### config.mk
export PLATFORM = sky130hd
export DESIGN_NAME = adder_sequencer
export DESIGN_NICKNAME = d
export VERILOG_FILES = /design/src/rtl/adder_sequencer.sv
export SDC_FILE = /design/constraint.sdc
export NUM_CORES = 1
export LEC_CHECK = 0
export ABC_CLOCK_PERIOD_IN_PS = 3700
export BUFFER_PORTS_ARGS = -buffer_cell sky130_fd_sc_hd__buf_2
export CAP_MARGIN = 15
export CORE_ASPECT_RATIO = 0.9
export CORE_MARGIN = 10
export CORE_UTILIZATION = 32
export DETAILED_ROUTE_END_ITERATION = 16
export PLACE_DENSITY = 0.49
export SYNTH_ARGS = -nofsm -noshare
export SYNTH_HDL_FRONTEND = slang
export SYNTH_SLANG_ARGS = --single-unit
export TNS_END_PERCENT = 20
### constraint.sdc
create_clock -name clk -period 3.7 [get_ports clk]
set_clock_uncertainty 0.2 [all_clocks]
set_input_delay 0.555 -clock clk [delete_from_list [all_inputs] [get_ports clk]]
set_output_delay 0.555 -clock clk [all_outputs]
set_load 0.005 [all_outputs]
### src/rtl/adder_sequencer.sv
// -----------------------------------------------------------------------------
// adder_sequencer
// Multi-cycle WIDTH-bit adder/subtractor built from one 4-bit carry-lookahead
// slice. After an operand handshake the slice processes one nibble per clock,
// least-significant nibble first. It then presents the result with a
// valid/ready handshake.
//
// Optional feature macro: ADDER_SEQUENCER_SUB_EN
//   defined   : op = 1 selects a - b (b inverted, carry-in forced to 1)
//   undefined : op is ignored, every operation is a + b + c_in
//
// Ports
//   clk        in   1      sole clock, rising edge
//   rst_n      in   1      synchronous active-low reset
//   in_valid   in   1      operand valid
//   in_ready   out  1      operand ready (high only in IDLE)
//   a, b       in   WIDTH  operands
//   c_in       in   1      carry-in for add
//   op         in   1      0 = add, 1 = subtract
//   out_valid  out  1      result valid (high only in DONE)
//   out_ready  in   1      result ready
//   sum        out  WIDTH  result
//   c_out      out  1      final carry (subtract: 1 = no borrow)
//   ovf        out  1      signed overflow
// -----------------------------------------------------------------------------
module adder_sequencer #(
    parameter int WIDTH = 16
) (
    input  logic             clk,
    input  logic             rst_n,
    input  logic             in_valid,
    output logic             in_ready,
    input  logic [WIDTH-1:0] a,
    input  logic [WIDTH-1:0] b,
    input  logic             c_in,
    input  logic             op,
    output logic             out_valid,
    input  logic             out_ready,
    output logic [WIDTH-1:0] sum,
    output logic             c_out,
    output logic             ovf
);

    localparam int N     = WIDTH / 4;
    localparam int IDX_W = (N > 1) ? $clog2(N) : 1;

    typedef enum logic [1:0] {
        S_IDLE = 2'b00,
        S_RUN  = 2'b01,
        S_DONE = 2'b10
    } state_t;

    state_t             r_state;
    state_t             w_state_next;
    logic [WIDTH-1:0]   r_a;
    logic [WIDTH-1:0]   r_b;
    logic [WIDTH-1:0]   r_sum;
    logic               r_carry;
    logic               r_c_out;
    logic               r_ovf;
    logic [IDX_W-1:0]   r_idx;
    logic               r_last;
    logic [WIDTH-1:0]   w_b_eff;
    logic               w_c_eff;
    logic [3:0]         w_a_nib;
    logic [3:0]         w_b_nib;
    logic [4:0]         w_nib_res;
    logic               w_is_last;

    // 4-bit carry-lookahead slice: returns {carry_out, sum[3:0]}.
    function automatic logic [4:0] cla4(input logic [3:0] x,
                                        input logic [3:0] y,
                                        input logic       ci);
        logic [3:0] g;
        logic [3:0] p;
        logic [3:0] c;
        logic       co;
        g    = x & y;
        p    = x ^ y;
        c[0] = ci;
        c[1] = g[0] | (p[0] & ci);
        c[2] = g[1] | (p[1] & g[0]) | (p[1] & p[0] & ci);
        c[3] = g[2] | (p[2] & g[1]) | (p[2] & p[1] & g[0])
             | (p[2] & p[1] & p[0] & ci);
        co   = g[3] | (p[3] & g[2]) | (p[3] & p[2] & g[1])
             | (p[3] & p[2] & p[1] & g[0]) | (p[3] & p[2] & p[1] & p[0] & ci);
        return {co, p ^ c};
    endfunction

`ifdef ADDER_SEQUENCER_SUB_EN
    // Subtract is a + ~b + 1, so the operand is inverted before it is latched.
    assign w_b_eff = op ? ~b : b;
    assign w_c_eff = op ? 1'b1 : c_in;
`else
    logic w_unused_op;
    assign w_b_eff     = b;
    assign w_c_eff     = c_in;
    assign w_unused_op = op;
`endif

    assign w_is_last = (r_idx == IDX_W'(N - 1));

    // Select the operand nibbles addressed by the slice index.
    always_comb begin
        w_a_nib = 4'h0;
        w_b_nib = 4'h0;
        for (int k = 0; k < N; k++) begin
            w_a_nib = (r_idx == IDX_W'(k)) ? r_a[4*k +: 4] : w_a_nib;
            w_b_nib = (r_idx == IDX_W'(k)) ? r_b[4*k +: 4] : w_b_nib;
        end
        w_nib_res = cla4(w_a_nib, w_b_nib, r_carry);
    end

    // FSM state register.
    always_ff @(posedge clk) begin
        if (!rst_n) begin
            r_state <= S_IDLE;
        end else begin
            r_state <= w_state_next;
        end
    end

    // FSM next-state logic. RUN spends one extra cycle after the last nibble
    // so the final carry and overflow are formed from registered values.
    always_comb begin
        w_state_next = r_state;
        case (r_state)
            S_IDLE: begin
                if (in_valid) begin
                    w_state_next = S_RUN;
                end else begin
                    w_state_next = S_IDLE;
                end
            end
            S_RUN: begin
                if (r_last) begin
                    w_state_next = S_DONE;
                end else begin
                    w_state_next = S_RUN;
                end
            end
            S_DONE: begin
                if (out_ready) begin
                    w_state_next = S_IDLE;
                end else begin
                    w_state_next = S_DONE;
                end
            end
            default: w_state_next = S_IDLE;
        endcase
    end

    // Datapath: operand capture, per-nibble sum write-back, final flags.
    always_ff @(posedge clk) begin
        if (!rst_n) begin
            r_a     <= '0;
            r_b     <= '0;
            r_sum   <= '0;
            r_carry <= 1'b0;
            r_c_out <= 1'b0;
            r_ovf   <= 1'b0;
            r_idx   <= '0;
            r_last  <= 1'b0;
        end else begin
            case (r_state)
                S_IDLE: begin
                    if (in_valid) begin
                        r_a     <= a;
                        r_b     <= w_b_eff;
                        r_carry <= w_c_eff;
                        r_idx   <= '0;
                        r_last  <= 1'b0;
                    end
                end
                S_RUN: begin
                    if (!r_last) begin
                        for (int k = 0; k < N; k++) begin
                            if (r_idx == IDX_W'(k)) begin
                                r_sum[4*k +: 4] <= w_nib_res[3:0];
                            end
                        end
                        r_carry <= w_nib_res[4];
                        r_idx   <= w_is_last ? '0 : r_idx + IDX_W'(1);
                        r_last  <= w_is_last;
                    end else begin
                        r_c_out <= r_carry;
                        r_ovf   <= (r_a[WIDTH-1] == r_b[WIDTH-1])
                                 & (r_sum[WIDTH-1] != r_a[WIDTH-1]);
                        r_last  <= 1'b0;
                    end
                end
                default: begin
                    r_last <= 1'b0;
                end
            endcase
        end
    end

    assign in_ready  = (r_state == S_IDLE);
    assign out_valid = (r_state == S_DONE);
    assign sum       = r_sum;
    assign c_out     = r_c_out;
    assign ovf       = r_ovf;

endmodule

==> flow_results.org <==
** Clock tree
- Post-CTS sizing :: 0
- The number of setup buffers added after CTS is 0.
- In this run, post-CTS hold repair placed 0 buffers.
- After clock tree synthesis, the clock-pin slew on the worst setup and hold paths is about 0.10 ns.
- TritonCTS created 5 clock buffers.
- Clock root cell :: sky130_fd_sc_hd__clkbuf_8
- H-tree depth reported by CTS :: 2
- Latest clock arrival within the worst-skew pair :: 0.31 ns
- Clock sink count :: 56
- TritonCTS built the clock tree.
- Counting along the longest clock path gives a buffer depth of 2.

** Placement
- The number of placed instances, taps included, is ~460.
- In this run the tool buffered the top-level ports with 56 buffer cells.
- Prior to clock tree synthesis, the placed netlist has a worst setup slack of approximately 0.56 ns.
- Routability-driven placement finished with a final weighted congestion of 0.735.
- After detailed placement, the total cell area comes to roughly 0.0030 mm2.
- Hpwl dp :: 4960 um

** GRT
- Fraction of met3 tracks used by global routing :: ~3.1%
- Met2 routing resource usage after global routing :: 16.1%
- Global routing consumed, on the met1 layer, between 10% and 20% of the routing resources.
- Maximum number of pins on one net before global-route repair :: 36
- GRT overflow :: 0
- The first global-routing pass estimated between 10000 and 15000 um of wire.
- Number of global-route vias before repair :: ~2300
- The initial antenna violation count is 0.
- Overall global routing resource usage :: between 10% and 20%
- Layer with the highest usage :: met2

** Drt
- Iteration-0 DRC Markers :: 79
- Avg Vias per Cell :: between 4 and 5
- For this run, the detailed router's first-pass iteration total came to 4.
- Via Count :: approximately 2300
- After detailed routing, the average wire length per cell comes to around 14 um.
- In the routed design, unresolved DRC markers number 0.
- In this run the remaining antenna-violating nets after routing total 0.
- Wire length reported by the detailed router :: roughly 6700 um

** Floorplan
- Pin placement for this block handled between 50 and 60 I/O pins.
- The die is approximately 110 um tall.
- Row generation in the floorplan step produced 31 rows.
- Placeable core area :: about 0.0081 mm2
- Measured along the x axis, the die boundary spans around 120 um.
- The die covers 0.0126 mm2.
- Initial core utilization :: 33.3%

** Setup path
- Number of cells on the worst reg-to-reg path :: 11
- The startpoint identified for the worst register-to-register timing path is r_idx[1]$_SDFFE_PN0P_.
- The worst register-to-register path ends at sum[7]$_SDFFE_PN0P_.
- Critical Path Slowest Stage Cell :: sky130_fd_sc_hd__o21ai_0
- STA classifies the critical path endpoint as a flop.
- The largest single stage delay on the critical path is ~0.39 ns.
- Worst EP arrival :: 3.12 ns
- Required time at the worst-slack endpoint :: 3.69 ns
- The critical path goes through inv_1 -> ha_1 -> nand3b_1 -> a21oi_1 -> a21oi_1 -> o21ai_0 -> ha_1 -> a211o_1 -> a311o_1 -> nand4_1 -> a21boi_1.
- STA classifies the critical path startpoint as a flop.
- Worst-path fanout max :: 9
- Worst reg-to-reg setup slack :: ~0.57 ns
- WS Path Type :: flop to flop

** STA
- For the final routed database, the setup TNS stands at 0 ns.
- Setup repair after global routing left no endpoint under its margin.
- Of the available clock period, the critical path in the final layout requires 84.5%.
- The max-slew violation count was 0.
- At the pin with the least slew margin, the transition time is 0.587 ns.
- Minimum hold slack :: between 0.2 and 0.3 ns
- Worst Setup Slack, final :: between 0.5 and 0.6 ns
- Final Hold Fails :: 0
- Final worst path period need :: 3.13 ns
- Maximum clock frequency :: 320 MHz
- Total of endpoints with negative setup slack in the final report :: 0
- Headroom to the max-slew limit came out at just over 60%.

** Final layout
- The repair_antennas step left the layout with diodes totalling 0.
- Area added between synthesis and finish :: 15.2%
- Core Util, Final :: a little under two fifths
- Number of nets in the finished design :: approximately 420
- The filler cells instantiated in the layout total approximately 900.
- With fillers left out, the area of the finished cells amounts to ~0.0031 mm2.
- Of the cells placed in the final design, the portion with a size suffix greater than 1 is between 10% and 20%.
- Leaving out filler cells and counting taps, the final layout contains roughly 470.

** Power
- In this run the power density over the cells is ~380 mW/mm2.
- Total power for the finished layout comes to between 1 and 1.5 mW.
- Leak :: around 1.3 nW
- Maximum vdd drop :: between 0.0001 and 0.00015 V

** Synth
- Seq/Total Area, Yosys :: around two fifths
- Yosys mapped a number of flops with a built-in enable equal to 0.
- Synthesized area :: ~0.0027 mm2
- The average instance in the mapped netlist occupies between 8 and 9 um2.
- Proportion of register bits with asynchronous set or reset after synthesis :: 0%
- Leading register cell type out of synthesis :: sky130_fd_sc_hd__dfxtp_1
- Yosys printed 0 warnings.
- Netlist cell types :: 41
- Number of cells produced by synthesis :: 327
- Counting every net in the synthesized netlist gives between 300 and 400.
- After synthesis the netlist holds a flip-flop and latch count of 56.

** Outcome
- Outcome :: finished, final reports clean

** Run
- Max-cap check violation count :: 0

** Worst hold path
- Number of cells on the worst hold path :: 2
- Hold Crit Endpoint :: r_a[7]$_SDFFE_PN0P_
- HP Class :: flop to flop
- Origin of the worst min-delay path :: r_a[7]$_SDFFE_PN0P_
## worst max-delay path by stage
stage / startpoint / to / slack (ns) / cells past startpoint
floorplan: r_idx[0]$_SDFFE_PN0P_ / sum[3]$_SDFFE_PN0P_ / 0.96 / 11
global placement: r_idx[1]$_SDFFE_PN0P_ / sum[7]$_SDFFE_PN0P_ / 0.64 / 11
detailed placement: r_idx[1]$_SDFFE_PN0P_ / sum[7]$_SDFFE_PN0P_ / 0.56 / 11
CTS: r_idx[1]$_SDFFE_PN0P_ / sum[7]$_SDFFE_PN0P_ / 0.52 / 11
global route: r_idx[1]$_SDFFE_PN0P_ / sum[7]$_SDFFE_PN0P_ / 0.30 / 11
finish: r_idx[1]$_SDFFE_PN0P_ / sum[7]$_SDFFE_PN0P_ / 0.57 / 11
## flip-flops by register name (all words and copies together) (netlist names), 2 cells and up
register,count
r_b,16
r_state,2
r_a,16
r_idx,2
sum,16
## cells in the final DEF (no fill, tap or decap), types with 7 or more instances in the layout
cell / n
sky130_fd_sc_hd__nand2_1: 92
sky130_fd_sc_hd__dfxtp_1: 56
sky130_fd_sc_hd__buf_2: 56
sky130_fd_sc_hd__a21boi_1: 34
sky130_fd_sc_hd__a21oi_1: 23
sky130_fd_sc_hd__nand3b_1: 9
sky130_fd_sc_hd__o21ai_0: 8
sky130_fd_sc_hd__ha_1: 8
sky130_fd_sc_hd__and2_1: 7
sky130_fd_sc_hd__nand2b_1: 7
## layer usage
layer  routed length, um  vias to the layer above
li1                    -                     1192
met1                3390                     1056
met2                2940                       38
met3                 330                        7
met4                  65                        0
met5                   0                        -
## cell usage after synthesis (4+ instances only)
cell type / instances / area (um2)
sky130_fd_sc_hd__buf_2: 7 / 35.0
sky130_fd_sc_hd__and2_1: 7 / 43.8
sky130_fd_sc_hd__buf_6: 4 / 45.0
sky130_fd_sc_hd__nor2b_1: 5 / 31.3
sky130_fd_sc_hd__nand3b_1: 9 / 67.6
sky130_fd_sc_hd__nand2_1: 92 / 345
sky130_fd_sc_hd__a21boi_0: 4 / 30.0
sky130_fd_sc_hd__nand3_1: 6 / 30.0
sky130_fd_sc_hd__a21oi_1: 23 / 115
sky130_fd_sc_hd__nor2_1: 5 / 18.8
sky130_fd_sc_hd__a21boi_1: 34 / 255
sky130_fd_sc_hd__o211a_1: 4 / 40.0
sky130_fd_sc_hd__nand2b_1: 7 / 43.8
sky130_fd_sc_hd__clkbuf_1: 10 / 37.5
sky130_fd_sc_hd__mux2i_1: 4 / 40.0
sky130_fd_sc_hd__buf_4: 4 / 30.0
sky130_fd_sc_hd__o21ai_0: 8 / 40.0
sky130_fd_sc_hd__dfxtp_1: 56 / 1120
sky130_fd_sc_hd__nand4_1: 4 / 25.0
sky130_fd_sc_hd__ha_1: 8 / 100
## area by class of cell
cell class | count | area, um2 | area share, %
Clock buffer | 8 | 90.1 | 2.88
Inverter | 2 | 7.51 | 0.240
Multi-Input combinational cell | 244 | 1440 | 46.0
Sequential cell | 56 | 1120 | 35.9
Tap cell | 99 | 124 | 3.96
Timing Repair Buffer | 62 | 345 | 11.1
## where the power goes
group	switching, mW	total [mW]	internal [mW]
registers	0.0192	0.651	0.631
clock network	0.189	0.342	0.153
logic	0.104	0.187	0.0831
## worst max-delay path: cells and delay by family, from the launching register on
family                   cells  cell delay [ns]
adder cells (fa/ha/maj)      2             0.63
buffers and inverters        1             0.08
AO/OA/AOI/OAI                6             1.42
AND/OR/NAND/NOR              2             0.32
flip-flops                   1             0.37
## kinds of logic after synthesis
logic type / Yosys count / synth area share, %
mux: 4 / 1.48
simple gates: 146 / 25.9
flops: 56 / 41.3
fa+ha+maj: 9 / 4.43
compound gates: 84 / 20.8
xor+xnor: 1 / 0.323
buf+inv: 27 / 5.72
Power figures use the tool's default switching activity.
